### config.mk
export PLATFORM = sky130hd
export DESIGN_NAME = noc_input_unit
export DESIGN_NICKNAME = d
export VERILOG_FILES = /design/src/rtl/noc_pkg.sv /design/src/rtl/noc_fifo.sv /design/src/rtl/noc_input_unit.sv
export SDC_FILE = /design/constraint.sdc
export NUM_CORES = 1
export LEC_CHECK = 0
export ABC_AREA = 1
export CAP_MARGIN = 30
export CORE_MARGIN = 1
export CORE_UTILIZATION = 59
export CTS_CLUSTER_SIZE = 24
export DETAILED_ROUTE_END_ITERATION = 12
export HOLD_SLACK_MARGIN = 0.03
export PLACE_DENSITY_LB_ADDON = 0.2
export SETUP_SLACK_MARGIN = 0.02
export SLEW_MARGIN = 0
export SYNTH_ARGS = -nofsm -noshare
export SYNTH_HDL_FRONTEND = slang
export SYNTH_SLANG_ARGS = --single-unit
### constraint.sdc
create_clock -name clk -period 10.14 [get_ports clk]
set_input_delay 2.028 -clock clk [delete_from_list [all_inputs] [get_ports clk]]
set_output_delay 2.028 -clock clk [all_outputs]
set_load 0.03 [all_outputs]
### src/rtl/noc_pkg.sv
// Shared NoC types: flit layout, port and flit-type encodings, XY route helper.
package noc_pkg;

  localparam int unsigned PORT_N = 5;
  localparam int unsigned PORT_W = $clog2(PORT_N);
  localparam int unsigned X_W    = 2;
  localparam int unsigned Y_W    = 2;
  localparam int unsigned DATA_W = 32;

  typedef enum logic [PORT_W-1:0] {
    LOCAL = 3'd0,
    NORTH = 3'd1,
    EAST  = 3'd2,
    SOUTH = 3'd3,
    WEST  = 3'd4
  } port_e;

  typedef enum logic [1:0] {
    HEAD   = 2'd0,
    BODY   = 2'd1,
    TAIL   = 2'd2,
    SINGLE = 2'd3
  } flit_type_e;

  typedef struct packed {
    flit_type_e        ftype;
    logic [X_W-1:0]    dst_x;
    logic [Y_W-1:0]    dst_y;
    logic [DATA_W-1:0] payload;
  } flit_t;

  // Dimension-ordered routing: resolve X fully before Y.
  function automatic port_e xy_route(
    input logic [X_W-1:0] dst_x,
    input logic [Y_W-1:0] dst_y,
    input logic [X_W-1:0] my_x,
    input logic [Y_W-1:0] my_y
  );
    port_e p;
    if (dst_x > my_x)      p = EAST;
    else if (dst_x < my_x) p = WEST;
    else if (dst_y > my_y) p = NORTH;
    else if (dst_y < my_y) p = SOUTH;
    else                   p = LOCAL;
    return p;
  endfunction

endpackage

### src/rtl/noc_fifo.sv
// Synchronous FIFO with occupancy count; a push while full is accepted only
// when a pop happens in the same cycle.
module noc_fifo #(
  parameter int unsigned DEPTH = 4,
  parameter int unsigned WIDTH = 8
) (
  input  logic                     clk,
  input  logic                     rst_n,
  input  logic                     push,
  input  logic [WIDTH-1:0]         din,
  input  logic                     pop,
  output logic [WIDTH-1:0]         dout,
  output logic                     full,
  output logic                     empty,
  output logic [$clog2(DEPTH):0]   count
);

  localparam int unsigned AW = $clog2(DEPTH);
  localparam logic [AW:0] FULL_CNT = (AW+1)'(DEPTH);

  logic [WIDTH-1:0] mem [DEPTH];
  logic [AW-1:0]    wr_ptr;
  logic [AW-1:0]    rd_ptr;
  logic [AW:0]      cnt;
  logic             do_push;
  logic             do_pop;

  assign empty   = (cnt == '0);
  assign full    = (cnt == FULL_CNT);
  assign do_pop  = pop && !empty;
  assign do_push = push && (!full || do_pop);
  assign dout    = mem[rd_ptr];
  assign count   = cnt;

  always_ff @(posedge clk or negedge rst_n) begin
    if (!rst_n) begin
      wr_ptr <= '0;
      rd_ptr <= '0;
      cnt    <= '0;
    end else begin
      if (do_push) wr_ptr <= wr_ptr + 1'b1;
      if (do_pop)  rd_ptr <= rd_ptr + 1'b1;
      case ({do_push, do_pop})
        2'b10:   cnt <= cnt + 1'b1;
        2'b01:   cnt <= cnt - 1'b1;
        default: cnt <= cnt;
      endcase
    end
  end

  always_ff @(posedge clk) begin
    if (do_push) mem[wr_ptr] <= din;
  end

endmodule

### src/rtl/noc_input_unit.sv
// Router input port: flit buffer, XY route of the head flit, and the crossbar
// request/stream handshake with one upstream credit per forwarded flit.
module noc_input_unit
  import noc_pkg::*;
#(
  parameter int unsigned DEPTH = 4,
  parameter int unsigned MY_X  = 0,
  parameter int unsigned MY_Y  = 0
) (
  input  logic              clk,
  input  logic              rst_n,
  input  logic              valid_i,
  input  flit_t             flit_i,
  output logic              credit_o,
  output logic              req_o,
  output logic [PORT_W-1:0] port_o,
  input  logic              grt_i,
  output logic              valid_o,
  output flit_t             flit_o,
  output logic              err_o
);

  localparam int unsigned CW = $clog2(DEPTH) + 1;
  localparam logic [X_W-1:0] MY_XV = X_W'(MY_X);
  localparam logic [Y_W-1:0] MY_YV = Y_W'(MY_Y);

  typedef enum logic {
    IDLE,
    ACTIVE
  } state_e;

  state_e                   state;
  port_e                    port_q;
  logic [$bits(flit_t)-1:0] head_raw;
  flit_t                    head;
  logic                     fifo_full;
  logic                     fifo_empty;
  logic [CW-1:0]            fifo_count;
  logic                     is_first;
  logic                     is_last;
  logic                     discard;
  logic                     pop;
  logic                     drop;

  noc_fifo #(
    .DEPTH (DEPTH),
    .WIDTH ($bits(flit_t))
  ) u_fifo (
    .clk   (clk),
    .rst_n (rst_n),
    .push  (valid_i),
    .din   (flit_i),
    .pop   (pop),
    .dout  (head_raw),
    .full  (fifo_full),
    .empty (fifo_empty),
    .count (fifo_count)
  );

  assign head     = flit_t'(head_raw);
  assign is_first = (head.ftype == HEAD) || (head.ftype == SINGLE);
  assign is_last  = (head.ftype == TAIL) || (head.ftype == SINGLE);

  // A stray BODY/TAIL at the head while idle is drained so the port cannot wedge.
  assign discard  = (state == IDLE) && !fifo_empty && !is_first;
  assign pop      = discard || ((state == ACTIVE) && grt_i && !fifo_empty);
  assign drop     = valid_i && fifo_full && !pop;

  assign credit_o = pop;
  assign valid_o  = (state == ACTIVE) && (fifo_count != '0);
  assign flit_o   = valid_o ? head : '0;
  assign port_o   = port_q;

  always_ff @(posedge clk or negedge rst_n) begin
    if (!rst_n) begin
      state  <= IDLE;
      req_o  <= 1'b0;
      port_q <= LOCAL;
      err_o  <= 1'b0;
    end else begin
      if (drop || discard) err_o <= 1'b1;
      case (state)
        IDLE: begin
          if (!fifo_empty && is_first) begin
            port_q <= xy_route(head.dst_x, head.dst_y, MY_XV, MY_YV);
            req_o  <= 1'b1;
            state  <= ACTIVE;
          end
        end
        ACTIVE: begin
          if (pop && is_last) begin
            req_o <= 1'b0;
            state <= IDLE;
          end
        end
        default: begin
          req_o <= 1'b0;
          state <= IDLE;
        end
      endcase
    end
  end

endmodule

; Yosys cells after proc, flatten, opt, wreduce, memory -nomap -nowiden
; Memories as Yosys holds them, arrays and structs flattened.
; Index checks and enable logic that the tools add are counted.
[totals]
n_memories = 1
mem_bits_rw = 152
inputBits = 42
register_bits = 13
latch_bits = 0
wordCells = 64
rom_bits = 0
output_inout_bits = 45
[op_classes]
n_div = 0
shift = 0
n_reduce_logical = 26
n_mux = 14
bitwise_logic = 1
addsub = 4
multipliers = 0
order_cmp = 4
n_eq_ne = 7
[mem_list]
columns = memory, depth, word_bits, rd, rd_ports_with_merged_regs, write_ports, line_no
row1 = u_fifo.mem, 4, 38, 1, 0, 1, noc_fifo.sv:21  ; logic [WIDTH-1:0] mem [DEPTH];
[op_table]
columns = operator, count
row1 = 38-bit 2-to-1 mux, 1
row2 = 1-bit logical AND, 11
row3 = 2-bit equality test (second input constant), 3
row4 = 1-bit 2-to-1 mux, 6
row5 = 3-bit 2-to-1 mux, 2
row6 = 3-bit case mux with 2 select lines, 1
row7 = 1-bit logical OR, 5
row8 = 2-bit by 1-bit adder with 2-bit output (second input constant), 2
row9 = 2-bit by 1-bit greater-than comparator with 1-bit output (second input constant), 2
row10 = 1-bit zero test, 4
row11 = 2-bit by 1-bit less-than comparator with 1-bit output (second input constant), 2
row12 = 2-bit 2-to-1 mux, 2
row13 = 2-bit by 1-bit != test with 1-bit output (second input constant), 2
row14 = 1-bit case mux with 2 select lines, 2
row15 = 2-bit AND reduction, 2
row16 = 3-bit by 1-bit adder with 3-bit output (second input constant), 1
row17 = 3-bit equality test (second input constant), 1
row18 = 3-bit zero test, 1
row19 = 3-bit nonzero test, 1
row20 = 3-bit by 1-bit subtractor with 3-bit output (second input constant), 1
row21 = 2-bit by 1-bit equality test with 1-bit output (second input constant), 1
row22 = 2-bit zero test, 1
row23 = 2-bit nonzero test, 1
row24 = 1-bit inverter, 1

; Longest topological paths before layout
; An unclocked memory read counts as a cell.
[depth]
word_depth = 11
mapped_depth = 19
ltp_nobuf = 16

; Cells and area by module
; Synthesis repeated with hierarchy kept, for this count alone.
[hier_totals]
cells_unflattened = 539
hier_area_um2 = 6721.4
[by_module_without_submodules]
columns = mod, cells_per_inst, area_per_inst_um2, instances, seq_area_each_um2
row1 = noc_fifo, 423, 6068.3, 1, 4739.5
row2 = noc_input_unit, 116, 653.1, 1, 125.1

; Worst setup path after synthesis
; OpenSTA, ideal clock, no wires.
[synth_path]
path_kind = input-to-reg
start = in grt_i
end = mem u_fifo.mem[0][0] (netlist bit) (enable)
arrival_ns = 4.049
required_ns = 9.707
setup_time_ns = 0.433
path_slack_ns = 5.658
path_stages = 6
n_path_buf = 0
cell_sequence = nand2_1 -> inv_1 -> nand2_1 -> nand3_1 -> nand2_2 -> nor2_1
[synth_between]
elab_chain_len = 8
[synth_lines]
columns = item, line_no
row1 = from (decl), noc_input_unit.sv:17  ; input logic grt_i,
row2 = 1-bit logical AND (2 in a row), noc_input_unit.sv:66  ; assign pop = discard || ((state == ACTIVE) && grt_i && !fifo_empty);
row3 = 1-bit logical OR, noc_input_unit.sv:66
row4 = 1-bit logical AND, noc_fifo.sv:30  ; assign do_pop = pop && !empty;
row5 = 1-bit logical OR, noc_fifo.sv:31  ; assign do_push = push && (!full || do_pop);
row6 = 1-bit logical AND, noc_fifo.sv:31
row7 = 1-bit 2-to-1 mux, noc_fifo.sv:52  ; if (do_push) mem[wr_ptr] <= din;
row8 = 1-bit 2-to-1 mux (not written as such), noc_fifo.sv:52
row9 = to (decl), noc_fifo.sv:21
; Every way passes these cells.

; Final worst setup path
[layout_path]
start = in grt_i
end = out credit_o
[layout_between]
elab_chain_len = 3
[layout_lines]
columns = item, line_no
row1 = 1-bit logical AND (2 in a row), noc_input_unit.sv:66
row2 = 1-bit logical OR, noc_input_unit.sv:66
row3 = to (decl), noc_input_unit.sv:14  ; output logic credit_o,
; Every way passes these cells.

==> flow_summary.yaml <==
run_status:
  status: "finished, final reports clean"
sta:
  fin_crit_sh_pct: 53.7
  fin_worst_skew_ns: 0.00323
  setup_tns_ns: 0
  max_freq_ghz: 0.184
  slew_headroom_pct: 38.4
  drv_slew: 0
  hold_viol: 0
  postLayoutSetupSlackWorst_ns: 4.70
  setup_viol: 0
  tightest_slew_ns: 0.921
  period_minus_slack_ns: 5.44
  rsz0062_at_grt: "false"
synth:
  synth.most_common_cell: "edfxtp_1"
  synth_top_cell_area_share_pct: 69.0
  syn_inst: 543
  async_reset_ff_share_pct: 7.32
  yosys-top-cells-area: "edfxtp_1, nor2_1, dfrtp_1"
  postSynthAreaPerCell_um2: 12.2
  yosysUniqueCellTypes: 26
  synth_top_area_cell: "edfxtp_1"
  syn_nets: 593
  synth-main-ff-cell: "edfxtp_1"
  syn_area_mm2: 0.00661
  ys_ff_latch: 164
  yosysWarnings: 0
  synth_commonest_cells: "edfxtp_1, nor2_1, nand2_1"
  yosysSeqAreaShare_pct: 73.6
  synth-edff-count: 152
route:
  wl_mm: 13.5
  ant_nets: 0
  vias: 4343
  drt_first_pass_iters: 5
  drtIter0Drc: 425
  wl_per_cell_um: 17.3
  viasPerCell: 5.59
  remaining_drc_errors: 0
critical_path:
  critPathSlowestCell: "clkdlybuf4s50_1"
  crit_chain: "clkdlybuf4s50_1, nand2_1, inv_1, nand2_1, nand2_1, clkdlybuf4s50_1"
  critPathLaunchType: "primary input"
  crit_fanout: 4
  slowest_delay_ns: 0.66
  critPathKind: "in -> out"
  cp.buffers_inverters: 3
  arrival_ns: 3.41
  endpoint_kind: "output pin"
  cp_top_family: "buffers and inverters"
  path_common_cell: "nand2_1"
  required_ns: 8.11
clocking:
  clk_latency_ns: 0.54
  cts_resized: 0
  clock_path_buffers: 2
  htreeDepth: 4
  cts-hold-fix-buffers: 0
  clock_sinks: 164
  cts_tree: "built"
  cts_root_buf: "clkbuf_8"
  path_clk_slew_ns: 0.06
  cts_inserted_buffers: 17
  postCtsSetupBuffers: 0
cells_and_area:
  num_antenna_cells: 0
  fin_nets: 674
  syn_to_final_growth_pct: 22.5
  drive_above_1_share_pct: 7.06
  finalNonFillerCells: 777
  final_cell_area_mm2: 0.00810
power_and_ir_drop:
  ir_worst_vdd_mv: 0.233
  p_total_w: 0.00277
  p_leak_nw: 2.89
  power_density_mw_per_mm2: 342
floorplan:
  die_x_um: 108
  core_area_mm2: 0.0109
  rows: 38
  dieHeight_um: 108
  dieArea_mm2: 0.0116
  start_util_pct: 60.7
  ioPinCount: 87
grt:
  grt-ovfl-total: 0
  grt_pass1_wl_mm: 21.2
  grt_antenna_before_repair: 0
  grt_max_degree: 80
  grt_usage_pct: 25.1
  grt_pass1_vias: 4295
placement:
  port_buffers: 85
  dp.final_hpwl_mm: 7.32
  dp_cells: 745
  placed_cell_area_mm2: 0.00756
  pre_cts_ws_ns: 4.71
  gp_congestion: 0.729
job:
  cap_viol_max_count: 0
min_path:
  worst_hold_path_type: "reg -> reg"
## tightest hold or removal path, cell delays in order (launching register included)
cell,delay [ns]
dfrtp_1,0.34
nand2_1,0.05
nand2_1,0.05
## sequential cells by signal, summed over array words and instances, names as in the netlist
| register | cells |
|---|---|
| u_fifo.rd_ptr | 2 |
| u_fifo.wr_ptr | 2 |
| state | 1 |
| port_o | 2 |
| u_fifo.count | 3 |
| err_o | 1 |
| req_o | 1 |
| u_fifo.mem | 152 |
## power by group
group	internal (W)	total, W	switching, W	leakage, nW
logic	0.000418	0.00124	0.000820	1.09
registers	0.000903	0.000947	0.0000441	1.53
clock network	0.000344	0.000585	0.000241	0.265
## cells in the final DEF (no fill, tap or decap), drive strengths merged
master	netlist	layout
nor2	143	143
nor3	1	1
clkbuf	10	19
clkdlybuf4s50	0	85
nand2	52	52
edfxtp	152	152
ha	7	7
bufinv	0	2
xor2	2	2
clkinv	0	10
clkinvlp	0	1
a21oi	34	34
fa	1	1
inv	18	18
o21ai	69	69
nand3	17	17
conb	1	1
buf	20	7
or2	1	1
nand4	1	1
xnor2	1	1
nand3b	1	1
dfrtp	12	12
## metrics by stage
stage / util (%) / hold slack, ns
after floorplan: - / 0.489
after global placement: 69.3 / 0.456
after detailed placement: 69.5 / 0.462
after CTS: 74.4 / 0.478
after global routing: 74.4 / 0.508
final: 74.4 / 0.471
## path summary, 6_finish.rpt
path                                       start          endpoint  slack [ns]  depth (start not counted)
min in group asynchronous                  rst_n             req_o        1.86                          1
max in group asynchronous                  rst_n  u_fifo.rd_ptr[0]        7.86                          1
worst max-delay path                       grt_i          credit_o        4.70                          6
worst min-delay path                       req_o             req_o        0.47                          2
worst min register to register             req_o             req_o        0.47                          2
worst max register to register  u_fifo.rd_ptr[0]   u_fifo.count[2]        6.69                         15
## per-layer routing
metal	global-route usage [%]	routed length, um
met5	0	0
met4	9.69	219
met3	6.84	935
met2	42.5	6920
met1	30.7	5380
## logic make-up after synthesis
kind of cell | Yosys count | synth area share (%)
compound gates | 103 | 7.80
fa+ha+maj | 8 | 1.63
xor+xnor | 3 | 0.397
simple gates | 216 | 12.9
other cells | 1 | 0.0567
buf+inv | 48 | 3.65
flops | 164 | 73.6
## layout make-up
cell class                      instances  area, um^2
Clock buffer                           19         422
Clock inverter                         13         116
Fill cell                             716        2790
Inverter                               18        67.6
Multi-Input combinational cell        331        1540
Sequential cell                       164        4870
Tap cell                              140         175
Timing Repair Buffer                   92         916
Note: power is estimated with default switching activity, not from simulation.
